$ cat config.mk
export PLATFORM = sky130hd
export DESIGN_NAME = timing_peak_detect
export DESIGN_NICKNAME = d
export VERILOG_FILES = /design/src/rtl/timing_peak_detect.sv
export SDC_FILE = /design/constraint.sdc
export NUM_CORES = 1
export LEC_CHECK = 0
export ABC_AREA = 1
export BUFFER_PORTS_ARGS = -buffer_cell sky130_fd_sc_hd__buf_2
export CAP_MARGIN = 20
export CORE_MARGIN = 2
export CORE_UTILIZATION = 33
export DETAILED_ROUTE_END_ITERATION = 7
export GPL_ROUTABILITY_DRIVEN = 0
export PLACE_DENSITY = 0.5
export SYNTH_ARGS = -nofsm -noshare
export SYNTH_HDL_FRONTEND = slang
export SYNTH_SLANG_ARGS = --single-unit
$ cat constraint.sdc
create_clock -name clk -period 7.08 [get_ports clk]
set_input_delay 0.708 -clock clk [delete_from_list [all_inputs] [get_ports clk]]
set_output_delay 0.708 -clock clk [all_outputs]
set_load 0.02 [all_outputs]
$ cat src/rtl/timing_peak_detect.sv
// timing_peak_detect: thresholded correlation arming, windowed peak search, one-cycle report and blanking
module timing_peak_detect #(
    parameter int unsigned THR   = 6,
    parameter int unsigned SH    = 3,
    parameter int unsigned HOLD  = 4,
    parameter int unsigned WIN   = 32,
    parameter int unsigned BLANK = 160,
    parameter int unsigned MIN_R = 256
) (
    input  logic        clk,
    input  logic        rst,
    input  logic        ena,
    input  logic [22:0] p_sum,
    input  logic [22:0] r_sum,
    output logic        det,
    output logic [15:0] peak_idx,
    output logic [22:0] peak_val,
    output logic [1:0]  state
);
    localparam logic [1:0] S_IDLE  = 2'd0;
    localparam logic [1:0] S_PEAK  = 2'd1;
    localparam logic [1:0] S_REP   = 2'd2;
    localparam logic [1:0] S_BLANK = 2'd3;
    localparam int PW = 27 + SH;

    logic [1:0]    state_q, state_d;
    logic [15:0]   sidx_q, sidx_d;
    logic [15:0]   hold_cnt_q, hold_cnt_d;
    logic [15:0]   win_cnt_q, win_cnt_d;
    logic [15:0]   blank_cnt_q, blank_cnt_d;
    logic [22:0]   max_q, max_d;
    logic [15:0]   max_idx_q, max_idx_d;
    logic          det_q, det_d;
    logic [15:0]   peak_idx_q, peak_idx_d;
    logic [22:0]   peak_val_q, peak_val_d;
    logic [22:0]   p_pos, r_pos;
    logic [PW-1:0] p_scl, r_scl;
    logic          hit;

    // Both sides widened so the ratio test is exact for any 23-bit input
    always_comb begin
        p_pos = p_sum[22] ? '0 : p_sum;
        r_pos = r_sum[22] ? '0 : r_sum;
        p_scl = PW'(p_pos) << SH;
        r_scl = PW'(r_pos) * PW'(THR);
        hit   = (r_pos >= 23'(MIN_R)) && (p_scl >= r_scl);
    end

    always_ff @(posedge clk) begin
        if (rst) begin
            state_q     <= S_IDLE;
            sidx_q      <= '0;
            hold_cnt_q  <= '0;
            win_cnt_q   <= '0;
            blank_cnt_q <= '0;
            max_q       <= '0;
            max_idx_q   <= '0;
            det_q       <= 1'b0;
            peak_idx_q  <= '0;
            peak_val_q  <= '0;
        end else begin
            state_q     <= state_d;
            sidx_q      <= sidx_d;
            hold_cnt_q  <= hold_cnt_d;
            win_cnt_q   <= win_cnt_d;
            blank_cnt_q <= blank_cnt_d;
            max_q       <= max_d;
            max_idx_q   <= max_idx_d;
            det_q       <= det_d;
            peak_idx_q  <= peak_idx_d;
            peak_val_q  <= peak_val_d;
        end
    end

    always_comb begin
        state_d = state_q;
        case (state_q)
            S_IDLE:  state_d = (ena && hit && hold_cnt_q == 16'(HOLD - 1)) ? S_PEAK : S_IDLE;
            S_PEAK:  state_d = (ena && win_cnt_q == 16'(WIN - 1)) ? S_REP : S_PEAK;
            S_REP:   state_d = S_BLANK;
            default: state_d = (ena && blank_cnt_q == 16'(BLANK - 1)) ? S_IDLE : S_BLANK;
        endcase
    end

    // REPORT does not consume a sample, so the index only advances elsewhere
    always_comb begin
        sidx_d      = (ena && state_q != S_REP) ? sidx_q + 16'd1 : sidx_q;
        hold_cnt_d  = hold_cnt_q;
        win_cnt_d   = win_cnt_q;
        blank_cnt_d = blank_cnt_q;
        max_d       = max_q;
        max_idx_d   = max_idx_q;
        case (state_q)
            S_IDLE: begin
                if (ena) begin
                    hold_cnt_d = (!hit || state_d == S_PEAK) ? '0 : hold_cnt_q + 16'd1;
                    max_d      = (state_d == S_PEAK) ? p_pos : max_q;
                    max_idx_d  = (state_d == S_PEAK) ? sidx_q : max_idx_q;
                    win_cnt_d  = (state_d == S_PEAK) ? 16'd1 : win_cnt_q;
                end
            end
            S_PEAK: begin
                if (ena) begin
                    max_d     = (p_pos > max_q) ? p_pos : max_q;
                    max_idx_d = (p_pos > max_q) ? sidx_q : max_idx_q;
                    win_cnt_d = win_cnt_q + 16'd1;
                end
            end
            S_REP: blank_cnt_d = '0;
            default: begin
                if (ena) begin
                    blank_cnt_d = blank_cnt_q + 16'd1;
                    hold_cnt_d  = (state_d == S_IDLE) ? '0 : hold_cnt_q;
                end
            end
        endcase
    end

    always_comb begin
        det_d      = (state_d == S_REP);
        peak_idx_d = det_d ? max_idx_d : peak_idx_q;
        peak_val_d = det_d ? max_d : peak_val_q;
    end

    assign det      = det_q;
    assign peak_idx = peak_idx_q;
    assign peak_val = peak_val_q;
    assign state    = state_q;
endmodule
==> results.tsv, run 1 <==
metric	value	unit
synth-seq-cells	145	
htree_levels	4	
synth_fp_nets	1733	
fmax	201	MHz
avgRoutedWirePerCell	14.1	um
layout-drive-gt1-share	9.92	%
n_fill_cell	3454	
synth_area	10400	um2
ys_top_cells_by_count	nand2_1, inv_1, a21oi_1, dfxtp_1, nor2_1	
crit_slowest_cell	nand2_1	
cts.reportedPaths.clkPinSlew	60	ps
portBuffers	90	
p_per_area	166	nW/um2
placedInstanceArea	11100	um2
syn_to_final_growth	11.8	%
ctsHoldBuffers	0	
hp-class	flip-flop to flip-flop	
ys_top_cells_by_area	dfxtp_1, nand2_1, ha_1	
finalCritPeriodShare	70.2	%
dieArea	33000	um2
grt_pass1_wl	49000	um
grt_pass1_vias	9729	
crit_top_cell	nand2_1	
hpwlAfterDp	20700	um
syn_avg_cell_area	6.47	um2
synth_edf_count	0	
cap_violations	0	
crit_path_max_incr_delay	600	ps
finalHoldViolCount	0	
vias_per_cell	4.92	
num_antenna_cells	0	
detail-route-antenna-nets	0	
drt_iter0_markers	513	
worstSetupEndpointType	flip-flop	
holdPathStages	2	
chipWidth	182	um
final.setup.tns	0	ps
cts.sinks	145	
core-area	31300	um2
slew_viol_final	0	
synth.distinct_cells	47	
seq_area_frac_synth	27.8	%
fin_nets	1782	
vias	10200	
yosysTopAreaCell	dfxtp_1	
path_class	input pin to flip-flop	
leakagePower	5.41	nW
io_pins	91	
track_usage	18.2	%
syn_inst	1612	
cts-root-buf	clkbuf_16	
cts_buffer_depth	2	
r2r_cells	13	
multi_input_area	6340	um2
grt_max_degree	60	
start_kind	input pin	
worst_slack	2110	ps
fin_crit	4970	ps
cts_buffers	17	
required	7400	ps
clk_latency	430	ps
critical_path.max_fanout	27	
pre_cts_ws	1610	ps
tightestPinTransition	1030	ps
overflow	0	
maxSlewHeadroom	31.0	%
synth.most_common_cell	nand2_1	
status	finished, final reports clean	
synth_ff_type	dfxtp_1	
row_count	65	
arrival	5290	ps
fp.dieH	182	um
routed_wl	29200	um
setup_viol	0	
firstDrtPassIters	6	
ctsResizeCount	0	
post_cts_buffers	0	
ir_drop	0.176	mV
finalInstanceArea	11700	um2
cts_tree	yes	
finalClockSkew	8.84	ps
synth_top_area_share	27.8	%
utilization	37.2	%
rsz0062_at_grt	false	
async_flop_share	0	%
yosysWarnings	0	
seq_area	2900	um2
start_util	33.3	%
drc	0	
antenna_found_initial	0	
critical path, delay by kind of cell:
| kind | cells | cell delay [ps] |
|---|---|---|
| and+or+nand+nor | 21 | 2600 |
| buffers and inverters | 5 | 880 |
| AOI/OAI and AO/OA | 3 | 470 |
| adders and majority gates | 2 | 430 |
| xor gates and xnor gates | 1 | 160 |
flip-flops by register name, summed over array words and instances (netlist names):
register	count
win_cnt_q	16
peak_val	23
state	2
max_q	23
max_idx_q	16
det	1
blank_cnt_q	16
peak_idx	16
hold_cnt_q	16
sidx_q	16
path summary, 6_finish.rpt:
kind	start	end	slack, ps
hold / removal	blank_cnt_q[15]	blank_cnt_q[15]	460
setup reg to reg	state[1]	peak_idx[10]	3010
setup / recovery	r_sum[22]	peak_idx[10]	2110
hold reg to reg	blank_cnt_q[15]	blank_cnt_q[15]	460
cells by family (layout without fill, tap and decap cells):
group           count (synthesis)  count (layout)  share of synthesized area (%)
buf+inv                       296             357                           11.5
flops                         145             145                           27.8
compound gates                314             314                           17.3
simple gates                  742             742                           31.1
fa+ha+maj                      72              72                           8.64
xor+xnor                       43              43                           3.61
final cells by class:
type                            instances  share of cell area (%)
Clock inverter                          8                   0.494
Multi-Input combinational cell       1171                    54.4
Timing Repair Buffer                   99                    4.44
Inverter                              227                    7.32
Sequential cell                       145                    24.9
Clock buffer                           23                    4.10
Tap cell                              402                    4.31
report_power, final:
part	internal, mW	switching (mW)
Sequential	0.821	0.00582
Clock	0.474	0.370
Combinational	0.0874	0.176
routing by layer:
metal  wire [um]  global-route usage (%)
met1       14300                    23.9
met2       13700                    31.4
met3         784                    2.89
met4         350                    4.23
met5           0                       0
metrics by stage:
step           hold WS, ps  total power, mW  instances
2_1_floorplan          439             1.04       1612
3_3_place_gp           451             1.11       2044
6_report               462             1.93       2075
5_1_grt                492             2.03       2075
3_5_place_dp           455             1.11       2044
4_1_cts                465             1.96       2075
layout by cell type (no fill, tap or decap), drive strengths merged:
| master | n |
|---|---|
| nand2 | 411 |
| inv | 226 |
| a21oi | 146 |
| dfxtp | 145 |
| nor2 | 129 |
| nand3 | 115 |
| buf | 99 |
| o21ai | 83 |
| ha | 72 |
| nand4 | 44 |
| o21a | 38 |
| xor2 | 32 |
| clkbuf | 23 |
| nor3 | 21 |
| a22oi | 16 |
| o211ai | 12 |
| xnor2 | 11 |
| nor4 | 11 |
| clkinv | 5 |
| and3 | 4 |
| a211oi | 4 |
| nor3b | 4 |
| clkinvlp | 4 |
| o21bai | 3 |
| a31oi | 3 |
| or2 | 3 |
| a21boi | 3 |
| o31ai | 2 |
| a311oi | 2 |
| a21o | 1 |
| o22ai | 1 |
Note: power is estimated with default switching activity, not from simulation.
==> inputs of run 2 (changes only) <==
==> constraint.sdc (replaced) <==
create_clock -name clk -period 4.6 [get_ports clk]
set_input_delay 0.46 -clock clk [delete_from_list [all_inputs] [get_ports clk]]
set_output_delay 0.46 -clock clk [all_outputs]
set_load 0.02 [all_outputs]
==> results.tsv, run 2 (synthesis gave the netlist of run 1 again) <==
metric	value	unit	change
status	finished, final reports clean		unchanged
hp-start	hold_cnt_q[13]		was blank_cnt_q[15]
tightestPinTransition	866	ps	was 1030 ps
grt_pass1_wl	48500	um	was 49000 um
firstDrtPassIters	5		was 6
ctsResizeCount	0		unchanged
clk_latency	430	ps	about the same
layout-drive-gt1-share	10.9	%	was 9.92%
cts.sinks	145		unchanged
grt_pass1_vias	9713		was 9729
worstSetupEndpointType	flip-flop		unchanged
cap_violations	0		unchanged
ctsHoldBuffers	0		unchanged
num_antenna_cells	0		unchanged
fmax	246	MHz	
cts_buffers	17		unchanged
cts_buffer_depth	2		unchanged
avgRoutedWirePerCell	14.0	um	was 14.1 um
worst_slack	537	ps	was 2110 ps
fin_nets	1799		was 1782
pre_cts_ws	134	ps	was 1610 ps
grt_max_degree	47		was 60
finalCritPeriodShare	88.3	%	
placed_cells	2061		was 2044
ir_drop	0.262	mV	was 0.176 mV
track_usage	18.0	%	was 18.2%
setup_viol	0		unchanged
final.setup.tns	0	ps	unchanged
chipWidth	182	um	unchanged
start_util	33.3	%	unchanged
fin_crit	4060	ps	
detail-route-antenna-nets	0		unchanged
leakagePower	5.56	nW	was 5.41 nW
p_per_area	273	nW/um2	was 166 nW/um2
required	4930	ps	was 7400 ps
crit_start	r_sum[22]		unchanged
critical_path.max_fanout	21		was 27
r2r-start	state[0]		was state[1]
cts-root-buf	clkbuf_16		unchanged
hold-worst-slack	466	ps	was 462 ps
vias_per_cell	4.90		was 4.92
finalClockSkew	10.8	ps	was 8.84 ps
drc	0		unchanged
layout_commonest_cell	nand2_1		unchanged
finalNonFillerCells	2093		was 2075
dieArea	33000	um2	unchanged
routed_wl	29400	um	was 29200 um
portBuffers	90		unchanged
core-area	31300	um2	unchanged
slew_viol_final	0		unchanged
cts.reportedPaths.clkPinSlew	70	ps	was 60 ps
rsz0062_at_grt	false		unchanged
hpwlAfterDp	21000	um	was 20700 um
vias	10300		was 10200
post_cts_buffers	0		unchanged
antenna_found_initial	0		unchanged
cts_tree	yes		unchanged
fp.dieH	182	um	unchanged
start_kind	input pin		unchanged
drt_iter0_markers	529		was 513
row_count	65		unchanged
htree_levels	4		unchanged
finalHoldViolCount	0		unchanged
io_pins	91		unchanged
arrival	4390	ps	was 5290 ps
hp-class	flip-flop to flip-flop		unchanged
overflow	0		unchanged
syn_to_final_growth	14.6	%	was 11.8%
path_class	input pin to flip-flop		unchanged
layout_common_cells	nand2_1, inv_1, a21oi_1, dfxtp_1, nor2_1		unchanged
worst-r2r-setup-slack	1560	ps	was 3010 ps
maxSlewHeadroom	42.3	%	was 31.0%
## run 2: cell types whose count changed in the layout (fill, tap and decap cells not counted), moves of 2 or more
cell        change
clkinvlp_4      -2
bufinv_16       +5
clkbuf_8        -2
inv_6           +3
clkinv_4        -2
clkbuf_1        -2
buf_4          +13
buf_12          +4
## run 2: power by group
part / switching, mW / internal, mW
Clock: 0.585 / 0.980
Combinational: 0.278 / 0.148
Sequential: 0.00859 / 1.26
Total: 0.871 / 2.39
## run 2: path summary, 6_finish.rpt
kind                    endpoint  cells after the start
setup / recovery  hold_cnt_q[11]                     28
hold / removal    hold_cnt_q[13]                      2
hold reg to reg   hold_cnt_q[13]                      2
setup reg to reg  hold_cnt_q[11]                     15
## run 2: stage by stage
step           cell area (um2)  utilization [%]  total power, mW
6_report                 11900             38.2             3.26
5_1_grt                  11900             38.2             3.42
4_1_cts                  11900             38.2             3.31
3_5_place_dp             11300             36.1             1.73
3_3_place_gp             11300             36.1             1.73
2_1_floorplan            10400                -             1.60
## run 2: routing by layer
layer	up-vias	GRT usage (%)	part of all wire (%)
met5	-	0	0
met4	0	4.91	1.6
met3	29	2.67	3.3
met2	179	31.1	46
met1	4642	23.4	49
li1	5401	-	-
## run 2: area by class of cell
| cell class | instances | area (um2) |
|---|---|---|
| Tap cell | 402 | 503 |
| Clock buffer | 19 | 443 |
| Multi-Input combinational cell | 1171 | 6340 |
| Timing Repair Buffer | 116 | 696 |
| Fill cell | 3406 | 19400 |
| Sequential cell | 145 | 2900 |
| Inverter | 227 | 853 |
| Clock inverter | 13 | 206 |
## run 2: worst max-delay path, cell delays in order
cell	delay, ps
buf_2	110
inv_2	260
nand2_1	130
ha_1	310
inv_1	80
o21ai_0	120
a21oi_1	200
o21ai_1	100
a21oi_1	270
o21ai_2	120
a21oi_1	160
xor2_1	110
ha_1	280
nand2_1	60
nor2_1	140
nand2_1	80
nor2_1	100
nand2_1	60
nand3_1	100
nand3_2	110
nand2_2	150
nand2_1	80
nand2_1	80
nand2_2	80
nand2_4	100
clkinv_2	220
o21ai_0	230
nor2_1	60
